===== src/rtl/pipe_ctrl_pkg.sv =====
// pipe_ctrl_pkg: shared types and constants for the pipeline sequencing
// controller and the datapath that consumes its control bundle.
//   state_e      : controller states (BOOT, RUN, MEM_WAIT, ERR)
//   REG_ZERO     : architectural register $0, never a real hazard source
//   pipe_ctrl_t  : PC enable plus the seven pipeline-register enable/flush bits
//   ctrl_uniform : builds a bundle with every stage enable / flush alike
package pipe_ctrl_pkg;

  typedef enum logic [1:0] {
    ST_BOOT     = 2'd0,
    ST_RUN      = 2'd1,
    ST_MEM_WAIT = 2'd2,
    ST_ERR      = 2'd3
  } state_e;

  localparam logic [4:0] REG_ZERO = 5'd0;

  typedef struct packed {
    logic pc_we;
    logic if_id_we;
    logic id_ex_we;
    logic ex_mem_we;
    logic mem_wb_we;
    logic if_id_flush;
    logic id_ex_flush;
    logic ex_mem_flush;
  } pipe_ctrl_t;

  function automatic pipe_ctrl_t ctrl_uniform(input logic pc_en,
                                              input logic stage_en,
                                              input logic flush);
    pipe_ctrl_t c;
    c.pc_we        = pc_en;
    c.if_id_we     = stage_en;
    c.id_ex_we     = stage_en;
    c.ex_mem_we    = stage_en;
    c.mem_wb_we    = stage_en;
    c.if_id_flush  = flush;
    c.id_ex_flush  = flush;
    c.ex_mem_flush = flush;
    return c;
  endfunction

endpackage


===== src/rtl/pipe_ctrl_sat_counter.sv =====
// sat_counter: W-bit event counter that sticks at all-ones instead of wrapping.
//   clk, rst_n : clock and asynchronous active-low reset (clears count)
//   inc        : count one event this cycle
//   clear      : synchronous clear, wins over inc
//   count      : current registered count
module sat_counter #(
  parameter int W = 16
) (
  input  logic         clk,
  input  logic         rst_n,
  input  logic         inc,
  input  logic         clear,
  output logic [W-1:0] count
);

  logic [W-1:0] count_q;
  logic [W-1:0] count_d;

  // Next count: clear, saturating increment, or hold.
  always_comb begin
    count_d = count_q;
    if (clear) begin
      count_d = {W{1'b0}};
    end else if (inc && (count_q != {W{1'b1}})) begin
      count_d = count_q + {{(W-1){1'b0}}, 1'b1};
    end else begin
      count_d = count_q;
    end
  end

  // Count register.
  always_ff @(posedge clk or negedge rst_n) begin
    if (!rst_n) begin
      count_q <= {W{1'b0}};
    end else begin
      count_q <= count_d;
    end
  end

  assign count = count_q;

endmodule


===== src/rtl/pipe_ctrl.sv =====
// pipe_ctrl: sequencing controller for the 5-stage pipeline.
// Drives PC enable/select and the IF/ID, ID/EX, EX/MEM, MEM/WB enables and
// flushes. Control outputs are Mealy (same-cycle) so the pipeline registers
// act on the very edge that ends the cycle in which a condition is seen.
//   CLK, RST          : clock, asynchronous active-low reset
//   id_rs/id_rt/...   : hazard inputs from ID and EX
//   mem_branch/zero   : branch resolution in MEM
//   mem_req/dm_ready  : data-memory handshake
//   pc_we, pc_src, *_we, *_flush : pipeline control
//   err_timeout       : sticky data-memory timeout
//   stall_cnt, flush_cnt : saturating statistics
module pipe_ctrl
  import pipe_ctrl_pkg::*;
#(
  parameter int CNT_W    = 16,
  parameter int WAIT_MAX = 64
) (
  input  logic             CLK,
  input  logic             RST,
  input  logic [4:0]       id_rs,
  input  logic [4:0]       id_rt,
  input  logic             id_uses_rt,
  input  logic             ex_mem_read,
  input  logic [4:0]       ex_rt,
  input  logic             mem_branch,
  input  logic             mem_zero,
  input  logic             mem_req,
  input  logic             dm_ready,
  output logic             pc_we,
  output logic             pc_src,
  output logic             if_id_we,
  output logic             id_ex_we,
  output logic             ex_mem_we,
  output logic             mem_wb_we,
  output logic             if_id_flush,
  output logic             id_ex_flush,
  output logic             ex_mem_flush,
  output logic             err_timeout,
  output logic [CNT_W-1:0] stall_cnt,
  output logic [CNT_W-1:0] flush_cnt
);

  localparam int WAIT_W = $clog2(WAIT_MAX + 1);
  localparam logic [WAIT_W-1:0] WAIT_LIMIT = WAIT_W'(WAIT_MAX);

  state_e            state_q, state_d;
  logic [WAIT_W-1:0] wait_cnt_q, wait_cnt_d;
  logic [WAIT_W-1:0] wait_nxt_s;
  logic              err_q, err_d;

  pipe_ctrl_t        ctrl_s;
  logic              pc_src_s;
  logic              br_taken_s;
  logic              load_use_s;
  logic              hold_off_s;
  logic              stall_inc_s;

  assign br_taken_s = mem_branch & mem_zero;
  // A load writing $0 never creates a real dependency.
  assign load_use_s = ex_mem_read & (ex_rt != REG_ZERO) &
                      ((ex_rt == id_rs) | (id_uses_rt & (ex_rt == id_rt)));
  // dm_ready only matters while an access is actually outstanding.
  assign hold_off_s = mem_req & ~dm_ready;

  // Next-state, wait counter, error flag and Mealy control outputs.
  always_comb begin
    state_d    = state_q;
    wait_cnt_d = wait_cnt_q;
    wait_nxt_s = wait_cnt_q;
    err_d      = err_q;
    ctrl_s     = ctrl_uniform(1'b1, 1'b1, 1'b0);
    pc_src_s   = 1'b0;
    case (state_q)
      ST_BOOT: begin
        // Clear every pipeline register once, hold the PC.
        ctrl_s     = ctrl_uniform(1'b0, 1'b1, 1'b1);
        state_d    = ST_RUN;
        wait_cnt_d = {WAIT_W{1'b0}};
      end
      ST_RUN, ST_MEM_WAIT: begin
        if (hold_off_s) begin
          // Freeze; load-use and branches wait until memory releases.
          ctrl_s     = ctrl_uniform(1'b0, 1'b0, 1'b0);
          wait_nxt_s = (state_q == ST_RUN) ? WAIT_W'(1) : (wait_cnt_q + WAIT_W'(1));
          wait_cnt_d = wait_nxt_s;
          if (wait_nxt_s >= WAIT_LIMIT) begin
            state_d = ST_ERR;
            err_d   = 1'b1;
          end else begin
            state_d = ST_MEM_WAIT;
          end
        end else begin
          state_d    = ST_RUN;
          wait_cnt_d = {WAIT_W{1'b0}};
          if (br_taken_s) begin
            // The dependent instruction is squashed, so load-use is moot.
            pc_src_s = 1'b1;
            ctrl_s   = ctrl_uniform(1'b1, 1'b1, 1'b1);
          end else if (load_use_s) begin
            ctrl_s             = ctrl_uniform(1'b1, 1'b1, 1'b0);
            ctrl_s.pc_we       = 1'b0;
            ctrl_s.if_id_we    = 1'b0;
            ctrl_s.id_ex_flush = 1'b1;
          end else begin
            ctrl_s = ctrl_uniform(1'b1, 1'b1, 1'b0);
          end
        end
      end
      ST_ERR: begin
        ctrl_s  = ctrl_uniform(1'b0, 1'b0, 1'b0);
        state_d = ST_ERR;
      end
      default: begin
        ctrl_s  = ctrl_uniform(1'b0, 1'b1, 1'b1);
        state_d = ST_BOOT;
      end
    endcase
  end

  // State, wait counter and sticky error registers.
  always_ff @(posedge CLK or negedge RST) begin
    if (!RST) begin
      state_q    <= ST_BOOT;
      wait_cnt_q <= {WAIT_W{1'b0}};
      err_q      <= 1'b0;
    end else begin
      state_q    <= state_d;
      wait_cnt_q <= wait_cnt_d;
      err_q      <= err_d;
    end
  end

  // BOOT's PC hold is initialisation, not a stall.
  assign stall_inc_s = (state_q != ST_BOOT) & ~ctrl_s.pc_we;

  sat_counter #(.W(CNT_W)) u_stall_cnt (
    .clk   (CLK),
    .rst_n (RST),
    .inc   (stall_inc_s),
    .clear (1'b0),
    .count (stall_cnt)
  );

  // pc_src is only raised on an unfrozen taken branch.
  sat_counter #(.W(CNT_W)) u_flush_cnt (
    .clk   (CLK),
    .rst_n (RST),
    .inc   (pc_src_s),
    .clear (1'b0),
    .count (flush_cnt)
  );

  assign pc_we        = ctrl_s.pc_we;
  assign pc_src       = pc_src_s;
  assign if_id_we     = ctrl_s.if_id_we;
  assign id_ex_we     = ctrl_s.id_ex_we;
  assign ex_mem_we    = ctrl_s.ex_mem_we;
  assign mem_wb_we    = ctrl_s.mem_wb_we;
  assign if_id_flush  = ctrl_s.if_id_flush;
  assign id_ex_flush  = ctrl_s.id_ex_flush;
  assign ex_mem_flush = ctrl_s.ex_mem_flush;
  assign err_timeout  = err_q;

endmodule

===== config.mk =====
export PLATFORM = sky130hd
export DESIGN_NAME = pipe_ctrl
export DESIGN_NICKNAME = d
export VERILOG_FILES = /design/src/rtl/pipe_ctrl_pkg.sv /design/src/rtl/pipe_ctrl_sat_counter.sv /design/src/rtl/pipe_ctrl.sv
export SDC_FILE = /design/constraint.sdc
export NUM_CORES = 1
export LEC_CHECK = 0
export CORE_UTILIZATION = 50
export CTS_BUF_LIST = sky130_fd_sc_hd__clkbuf_8
export DETAILED_ROUTE_END_ITERATION = 16
export PLACE_DENSITY = 0.83
export SYNTH_ARGS = -nofsm -noshare
export SYNTH_HDL_FRONTEND = slang
export SYNTH_HIERARCHICAL = 1
export SYNTH_SLANG_ARGS = --single-unit

===== constraint.sdc =====
create_clock -name CLK -period 5.1 [get_ports CLK]
set_clock_uncertainty 0.2 [all_clocks]
set_input_delay 0.51 -clock CLK [delete_from_list [all_inputs] [get_ports CLK]]
set_output_delay 0.51 -clock CLK [all_outputs]
set_load 0.005 [all_outputs]

==> results_dict.tcl, run 1 <==
set metrics [dict create \
    detailedRoute.firstPassIterationCount 4 \
    yosysMostFrequentCell "dfrtp_1" \
    global_route.overflow_total 0 \
    setup_slack_ns 1.66 \
    tightestPinTransition_ns 0.917 \
    initial_utilization_pct 52.0 \
    timing_hold_violations_final 0 \
    sequential_element_share_of_the_synthesized_area_pct 39.3 \
    root_buffer "clkbuf_8" \
    synth_seq_cells 42 \
    cts-root-to-sink-buffers 2 \
    synthFlopType "dfrtp_1" \
    number_of_antenna_cells_inserted 0 \
    synthesis.area_per_instance_um2 9.28 \
    final_layout_size_suffix_gt1_share_pct 8.62 \
    synth_compound_area_share_pct 16.4 \
    combPwrFrac_pct 37.6 \
    ant_nets 0 \
    timing.final.crit_period_ns 3.44 \
    worst-path-stages 8 \
    yosys.area.top_type_share_pct 39.3 \
    dr_total_vias 2488 \
    timing.final.max_slew_violations 0 \
    final_core_util_pct 66.9 \
    drc 0 \
    power.static_leakage_nw 1.37 \
    first_pass_grt_wire_length_mm 9.76 \
    synthXorXnorAreaFrac_pct 4.26 \
    worst_hold_slack_ns 0.143 \
    finalWirelength_mm 6.06 \
    postLayoutCellArea_um2 3440 \
    die_y_um 75.1 \
    async_set_or_reset_flop_fraction_in_the_synthesized_netlist_pct 100 \
    io_buffer_count 64 \
    hold_buffers 0 \
    setup.worst_path.end_class "register" \
    io_pins 65 \
    cp_cell_sequence "clkdlybuf4s50_1, or4_1, o21ai_2, or3b_2, o21ai_0, inv_1, or4_2, a21oi_1" \
    synth-edff-count 0 \
    totalNegativeSetupSlack_ns 0 \
    internal_power_w 0.000698 \
    run_status "finished, final reports clean" \
    pre_cts_ws_ns 1.41 \
    synth_area_leaders "dfrtp_1, a21oi_1, o31ai_1, xor2_1, mux2_1" \
    synthCells 288 \
    post-dp-hpwl_mm 4.26 \
    synth_top_family_by_area "simple AND/OR/NAND/NOR gates" \
    power-per-cell-area_nw_per_um2 298 \
    seq_power_share_pct 36.4 \
    cap_viol_max_count 0 \
    vdd_drop_max_v 0.000323 \
    grt_start_max_net_pins 43 \
    timing.setup.critical_path_class "input pin to register" \
    synth-warning-count 6 \
    ff2ff_path_depth 7 \
    worst_path_dominant_cell_family "simple AND/OR/NAND/NOR gates" \
    grt_antenna_before_repair 0 \
    crit_path_top_delay_cell "or4_2" \
    insertion_delay_ns 0.29 \
    leading_cell_types_by_count_after_synthesis "dfrtp_1, a21oi_1, nand2_1, nor2_1, o31ai_1" \
    cp.buffers_inverters 2 \
    clock_tree_from_tritoncts "built" \
    worst-endpoint-arrival_ns 3.45 \
    class_of_the_worst_hold_path "input pin to asynchronous set/reset pin" \
    synthesis.area_um2 2670 \
    worst_setup_path_start_kind "input pin" \
    die-area_um2 5640 \
    numCtsBuffers 5 \
    cts-htree-levels 2 \
    clockPowerShare_pct 26.0 \
    tritoncts_num_sinks 42 \
    first_global_vias 2283 \
    wire_per_inst_um 14.5 \
    dr.first_iter.drc_count 160 \
    worst_slew_margin_rel_pct 38.9 \
    flow.area_growth_from_synthesis_pct 28.7 \
    viasPerCell 5.95 \
    total_switching_power_w 0.000328 \
    yosys.cell_types.count 47 \
    timing.fmax_mhz 291 \
    setup_viol_count_final 0 \
    power.share.switching_pct 32.0 \
    core_region_area_um2 5140 \
    synth-adder-area-share_pct 3.28 \
    cts_setup_buffers 0 \
    post_cts_resize_count 0 \
    nNetsFinal 378 \
    grtUsageTotal_pct 22.3 \
    share_of_cell_area_taken_by_muxes_after_synthesis_pct 3.37 \
    place.gp.congestion 0.781 \
    path_clk_slew_ns 0.08 \
    rsz0062_at_grt "false" \
    max_stage_delay_ns 0.73 \
    fp.dieW_um 75.1 \
    placed_cell_area_um2 3330 \
    rows 26 \
    layout_worst_path_cycle_share_pct 67.5 \
    cell_taking_the_most_area_after_synthesis "dfrtp_1" \
    worst_path_required_ns 5.11 \
    post_synth_and_or_nand_nor_area_fraction_pct 29.1 \
    top_fanout_value_on_the_critical_path 22 \
]
-- power groups by stage --
| stage | combinational, W | sequential [W] | clock, W |
|---|---|---|---|
| 6_report | 0.000386 | 0.000373 | 0.000267 |
| 5_1_grt | 0.000421 | 0.000377 | 0.000283 |
| 4_1_cts | 0.000385 | 0.000374 | 0.000274 |
| 3_5_place_dp | 0.000381 | 0.000380 | 0 |
| 3_3_place_gp | 0.000372 | 0.000379 | 0 |
| 2_1_floorplan | 0.000228 | 0.000376 | 0 |
-- state kept, by name, indices dropped and copies added, names as in the netlist --
| name | flops |
|---|---|
| state_q | 2 |
| err_timeout | 1 |
| u_flush_cnt/count | 16 |
| u_stall_cnt/count | 16 |
| wait_cnt_q | 7 |
-- area by class of cell --
cell class                      instances  area [um^2]
Fill cell                             461         1700
Multi-Input combinational cell        227         1520
Sequential cell                        42         1050
Timing Repair Buffer                   64          636
Tap cell                               70         87.6
Clock buffer                            6         82.6
Clock inverter                          1         30.0
Inverter                                8         30.0
-- worst reg2reg max path, cell delays in order, from the launching register on --
cell and delay, ns:
dfrtp_1 0.38, inv_1 0.07, ha_1 0.22, or3b_2 0.47
o21ai_0 0.43, inv_1 0.42, or4_2 0.73, a21oi_1 0.16
-- routing by layer --
| layer | vias to the layer above | global-route usage (%) | routed length (um) |
|---|---|---|---|
| met5 | - | 0 | 0 |
| met4 | 0 | 6.92 | 75 |
| met3 | 9 | 4.15 | 330 |
| met2 | 85 | 39.6 | 3010 |
| met1 | 1199 | 27.2 | 2640 |
| li1 | 1195 | - | - |
-- kinds of logic (layout without fill, tap and decap cells) --
kind of cell               Yosys count  in the layout
AOI/OAI and AO/OA                   69             69
xor gates and xnor gates            13             13
adders and majority gates            7              7
buffers and inverters               22             79
DFF                                 42             42
muxes                                8              8
other                                1              4
and+or+nand+nor                    126            126
-- placed cells by master (no fill, tap or decap), types with 4 or more instances in the layout --
cell type,n
a21oi_1,23
and4_2,4
inv_1,8
or3_1,4
and3_1,5
clkdlybuf4s50_1,63
nand4_1,13
dfrtp_1,42
or4_2,4
ha_1,7
nor2b_1,9
o31ai_1,15
nand2_1,20
mux2_1,8
o21ai_1,6
o21ai_0,11
or4_1,11
nor2_1,20
nor4_1,8
xor2_1,11
nand3_1,8
clkbuf_8,6
conb_1,4
-- worst paths after layout --
kind	start	to	slack, ns
worst max register to register	state_q[0]	u_stall_cnt/count[3]	1.96
worst min-delay path	RST	u_flush_cnt/count[10]	0.14
worst min register to register	err_timeout	err_timeout	0.29
min in group CLK	err_timeout	err_timeout	0.29
max in group asynchronous	RST	state_q[1]	3.98
worst max-delay path	ex_rt[2]	u_stall_cnt/count[3]	1.66
-- per-stage QoR --
step / total power, W / cells
after floorplan: 0.000604 / 291
after global placement: 0.000751 / 411
after detailed placement: 0.000761 / 411
after CTS: 0.00103 / 418
after global routing: 0.00108 / 418
final: 0.00103 / 418
No activity file was read; power rests on OpenSTA's default activity.
==> run 2, diff against run 1 <==
--- a/config.mk
+++ b/config.mk
@@ -5,10 +5,10 @@
 export SDC_FILE = /design/constraint.sdc
 export NUM_CORES = 1
 export LEC_CHECK = 0
-export CORE_UTILIZATION = 50
+export CORE_UTILIZATION = 46
 export CTS_BUF_LIST = sky130_fd_sc_hd__clkbuf_8
 export DETAILED_ROUTE_END_ITERATION = 16
-export PLACE_DENSITY = 0.83
+export PLACE_DENSITY = 0.8
 export SYNTH_ARGS = -nofsm -noshare
 export SYNTH_HDL_FRONTEND = slang
 export SYNTH_HIERARCHICAL = 1
==> constraint.sdc (replaced) <==
create_clock -name CLK -period 2.87 [get_ports CLK]
set_clock_uncertainty 0.2 [all_clocks]
set_input_delay 0.287 -clock CLK [delete_from_list [all_inputs] [get_ports CLK]]
set_output_delay 0.287 -clock CLK [all_outputs]
set_load 0.005 [all_outputs]
==> run 2 against run 1 <==
Wire length up 0.46%; via count up 0.48%; sequential share of layout area down 1.1 points; critical path type is now input pin to primary output; final cell count up 4.1%.
==> results_dict.tcl, run 2 (synthesis gave the netlist of run 1 again) <==
set metrics [dict create \
    io_pins 65 \
    root_buffer "clkbuf_8" \
    crit-reg2reg-launch "state_q[0]" \
    worst-endpoint-arrival_ns 2.27 \
    setup_viol_count_final 0 \
    seq_power_share_pct 35.3 \
    clock_tree_from_tritoncts "built" \
    ant_nets 0 \
    worst_slew_margin_rel_pct 37.4 \
    worst_path_required_ns 2.38 \
    timing.hold.worst_endpoint "err_timeout" \
    numCtsBuffers 5 \
    first_pass_grt_wire_length_mm 10.4 \
    class_of_the_worst_hold_path "register to register" \
    ff2ff_path_depth 8 \
    setup.worst_path.end_class "primary output" \
    io_buffer_count 64 \
    vdd_drop_max_v 0.000523 \
    multi_input_area_um2 1530 \
    worst_hold_slack_ns 0.277 \
    place.gp.congestion 0.830 \
    post-dp-hpwl_mm 4.36 \
    dr_total_vias 2500 \
    rrSetupSlack_ns 0.27 \
    flow.area_growth_from_synthesis_pct 33.4 \
    dr.first_iter.drc_count 154 \
    power.share.switching_pct 32.2 \
    die_y_um 78.2 \
    initial_utilization_pct 48.2 \
    power.static_leakage_nw 1.44 \
    fp.dieW_um 78.2 \
    worst_setup_path_start_kind "input pin" \
    cap_viol_max_count 0 \
    clockPowerShare_pct 23.4 \
    wire_per_inst_um 14.0 \
    grt_antenna_before_repair 0 \
    worst_r2r_endpoint "u_stall_cnt/count[3]" \
    cts_setup_buffers 0 \
    timing.final.max_slew_violations 0 \
    core_region_area_um2 5540 \
    grt_start_max_net_pins 43 \
    cts-root-to-sink-buffers 2 \
    first_global_vias 2365 \
    run_status "finished, final reports clean" \
    total_switching_power_w 0.000608 \
    rows 27 \
    viasPerCell 5.75 \
    path_clk_slew_ns 0.07 \
    tightestPinTransition_ns 0.939 \
    layout_common_cells "clkdlybuf4s50_1, dfrtp_1, a21oi_1, nor2_1, nand2_1" \
    combPwrFrac_pct 41.3 \
    final_core_util_pct 64.4 \
    n_fill_cell 474 \
    die-area_um2 6120 \
    placed_cell_area_um2 3440 \
    grtUsageTotal_pct 21.0 \
    setup_slack_ns 0.114 \
    layout_worst_path_cycle_share_pct 96.0 \
    timing.final.crit_period_ns 2.76 \
    tritoncts_num_sinks 42 \
    layout.area.seq_um2 1050 \
    timing.setup.critical_path_class "input pin to primary output" \
    internal_power_w 0.00128 \
    timing_hold_violations_final 0 \
    timing.fmax_mhz 363 \
    hold_path.startpoint "err_timeout" \
    power-per-cell-area_nw_per_um2 530 \
    pre_cts_ws_ns -0.208 \
    mostFrequentLayoutCell "clkdlybuf4s50_1" \
    postLayoutCellArea_um2 3570 \
    rsz0062_at_grt "false" \
    top_fanout_value_on_the_critical_path 3 \
    drc 0 \
    cts-htree-levels 2 \
    totalNegativeSetupSlack_ns 0 \
    insertion_delay_ns 0.30 \
    number_of_antenna_cells_inserted 0 \
    hold_critical_path_depth 1 \
    finalWirelength_mm 6.09 \
    nNetsFinal 392 \
    final_layout_size_suffix_gt1_share_pct 12.7 \
    global_route.overflow_total 0 \
    detailedRoute.firstPassIterationCount 4 \
]
-- run 2: cell count changes in the layout (fill, tap and decap cells not counted) --
cell           delta
buf_4            +12
clkbuf_8          +2
buf_12            +1
bufinv_16         -1
dlygate4sd3_1     +1
ha_1              -1
ha_2              +1
nand2_1           -1
nand2_2           +1
o21ai_0           -1
o21ai_1           +1
-- run 2: worst max-delay path by stage --
stage	from	to	slack (ns)	cells past startpoint
2_1_floorplan	state_q[0]	u_stall_cnt/count[3]	0.20	8
3_3_place_gp	ex_rt[3]	u_stall_cnt/count[3]	-0.13	9
3_5_place_dp	ex_rt[3]	u_stall_cnt/count[3]	-0.21	9
4_1_cts	state_q[0]	id_ex_flush	0.06	6
5_1_grt	ex_rt[1]	pc_we	0.02	7
6_report	ex_rt[1]	pc_we	0.11	7
-- run 2: critical path: stages --
cell	delay, ns
clkdlybuf4s50_1	0.45
or4_1	0.56
o21ai_2	0.14
buf_4	0.13
or2b_1	0.09
o21a_1	0.11
clkdlybuf4s50_1	0.50
-- run 2: layer usage --
| metal | track usage (%) | vias up | share of wire, % |
|---|---|---|---|
| met2 | 36.6 | 71 | 50 |
| met4 | 7.96 | 0 | 1.5 |
| met3 | 4.30 | 8 | 4.5 |
| met1 | 25.4 | 1195 | 44 |
| li1 | - | 1226 | - |
| met5 | 0 | - | 0 |
-- run 2: power groups by stage --
stage          clock network [W]  logic (W)  registers (W)
3_5_place_dp                   0   0.000767       0.000677
4_1_cts                 0.000454   0.000776       0.000664
6_report                0.000443   0.000781       0.000666
2_1_floorplan                  0   0.000405       0.000668
5_1_grt                 0.000473   0.000861       0.000672
3_3_place_gp                   0   0.000756       0.000675
-- run 2: repair_timing --
action / CTS / global route
hold buffers: 1 / 0
resized for setup: 0 / 3
setup endpoints to repair: 0 / 3
hold endpoints to repair: 42 / 0
-- run 2: cell type report --
cell class | instances | share of cell area [%]
Timing Repair Buffer | 78 | 21.2
Multi-Input combinational cell | 227 | 42.9
Tap cell | 72 | 2.53
Clock buffer | 8 | 3.09
Inverter | 8 | 0.842
Sequential cell | 42 | 29.5
-- run 2: metrics by stage --
step | power (W) | instances
floorplan | 0.00107 | 291
global placement | 0.00143 | 426
detailed placement | 0.00144 | 426
CTS | 0.00189 | 435
global route | 0.00201 | 435
finish | 0.00189 | 435
==> run 3, diff against run 2 <==
--- a/config.mk
+++ b/config.mk
@@ -8,6 +8,7 @@
 export CORE_UTILIZATION = 46
 export CTS_BUF_LIST = sky130_fd_sc_hd__clkbuf_8
 export DETAILED_ROUTE_END_ITERATION = 16
+export MAX_ROUTING_LAYER = met4
 export PLACE_DENSITY = 0.8
 export SYNTH_ARGS = -nofsm -noshare
 export SYNTH_HDL_FRONTEND = slang
==> run 3 against run 2 <==
Combinational power is essentially flat; sequential cell count did not move; non-clock buffer count unchanged; critical endpoint unchanged; sequential power is essentially flat; fmax hardly changed; largest power group unchanged; power barely moved; via count stayed put.
==> results_dict.tcl, run 3 (synthesis gave the netlist of run 1 again) <==
set metrics [dict create \
    wire_per_inst_um 14.0 \
    fp.dieW_um 78.2 \
    place.gp.congestion 0.842 \
    timing.final.max_slew_violations 0 \
    cts-root-to-sink-buffers 2 \
    path_clk_slew_ns 0.07 \
    top_fanout_value_on_the_critical_path 3 \
    root_buffer "clkbuf_8" \
    setup_viol_count_final 0 \
    initial_utilization_pct 48.2 \
    first_pass_grt_wire_length_mm 10.4 \
    cts_setup_buffers 0 \
    setup.worst_path.end_class "primary output" \
    numCtsBuffers 5 \
    die-area_um2 6120 \
    setup_slack_ns 0.112 \
    timing.final.crit_period_ns 2.76 \
    rows 27 \
    cap_viol_max_count 0 \
    layout.area.seq_um2 1050 \
    power.static_leakage_nw 1.44 \
    timing.setup.critical_path_class "input pin to primary output" \
    vdd_drop_max_v 0.000523 \
    grt_antenna_before_repair 0 \
    worst_setup_path_start_kind "input pin" \
    post-dp-hpwl_mm 4.36 \
    first_global_vias 2362 \
    worst-endpoint-arrival_ns 2.27 \
    number_of_antenna_cells_inserted 0 \
    run_status "finished, final reports clean" \
    io_pins 65 \
    insertion_delay_ns 0.30 \
    mostFrequentLayoutCell "clkdlybuf4s50_1" \
    power_w 0.00189 \
    drc 0 \
    class_of_the_worst_hold_path "register to register" \
    timing_hold_violations_final 0 \
    flow.area_growth_from_synthesis_pct 33.4 \
    ant_nets 0 \
    worst_path_required_ns 2.38 \
    finalWirelength_mm 6.10 \
    n_fill_cell 474 \
    grt_start_max_net_pins 43 \
    nNetsFinal 392 \
    tritoncts_num_sinks 42 \
    pre_cts_ws_ns -0.208 \
    clock_tree_from_tritoncts "built" \
    detailedRoute.firstPassIterationCount 4 \
    layout_common_cells "clkdlybuf4s50_1, dfrtp_1, a21oi_1, nor2_1, nand2_1" \
    core_region_area_um2 5540 \
    global_route.overflow_total 0 \
    timing.fmax_mhz 363 \
    viasPerCell 5.75 \
    dr.first_iter.drc_count 161 \
    dr_total_vias 2500 \
    io_buffer_count 64 \
    worst_slew_margin_rel_pct 37.4 \
    cts-htree-levels 2 \
    final_layout_size_suffix_gt1_share_pct 12.7 \
    multi_input_area_um2 1530 \
    power-per-cell-area_nw_per_um2 530 \
    tightestPinTransition_ns 0.939 \
    layout_worst_path_cycle_share_pct 96.1 \
    die_y_um 78.2 \
    grtUsageTotal_pct 21.6 \
    rsz0062_at_grt "false" \
]
## run 3: cell counts in the layout (fill, tap and decap cells not counted)
No cell type changed its count.
## run 3: layout make-up
type / count / area share (%)
inverters: 8 / 0.842
clock buffers: 8 / 3.09
multi-input cells: 227 / 42.9
repair buffers: 78 / 21.2
flip-flops and latches: 42 / 29.5
well taps: 72 / 2.53
## run 3: repair_timing
action                                  CTS  global route
hold buffers                              1             0
hold endpoints to repair                 42             0
endpoints found under the setup margin    0             3
gates resized for setup                   0             3
## run 3: critical path, stage by stage
cell and delay [ns]:
clkdlybuf4s50_1 0.45, or4_1 0.56, o21ai_2 0.14, buf_4 0.13, or2b_1 0.09, o21a_1 0.11, clkdlybuf4s50_1 0.50
## run 3: worst paths after layout
kind | end | cells after the start | startpoint | slack, ns
min in group asynchronous | u_stall_cnt/count[14] | 2 | RST | 0.45
max in group asynchronous | u_stall_cnt/count[1] | 2 | RST | 1.42
min | err_timeout | 1 | err_timeout | 0.28
max | pc_we | 7 | ex_rt[1] | 0.11
max reg2reg | u_stall_cnt/count[3] | 8 | state_q[0] | 0.27
min reg2reg | err_timeout | 1 | err_timeout | 0.28
## run 3: power breakdown
group / switching (W) / internal, W / total, W
Clock: 0.000201 / 0.000243 / 0.000444
Combinational: 0.000367 / 0.000413 / 0.000781
Sequential: 0.0000407 / 0.000625 / 0.000666
## run 3: stage by stage
step	cell area (um^2)	setup TNS (ns)	utilization [%]	hold WS [ns]	std cells
2_1_floorplan	2680	0	-	-0.209	291
3_3_place_gp	3440	-0.521	62.1	0.259	426
3_5_place_dp	3440	-1.38	62.1	0.262	426
4_1_cts	3560	0	64.3	0.283	435
5_1_grt	3570	0	64.4	0.327	435
6_report	3570	0	64.4	0.277	435
## run 3: routing by layer
| layer | vias up | wire (um) | global-route usage, % | share of wire (%) |
|---|---|---|---|---|
| li1 | 1227 | - | - | - |
| met1 | 1197 | 2720 | 25.9 | 45 |
| met2 | 68 | 3050 | 36.6 | 50 |
| met3 | 8 | 231 | 3.49 | 3.8 |
| met4 | 0 | 97 | 7.96 | 1.6 |
| met5 | - | 0 | - | 0 |
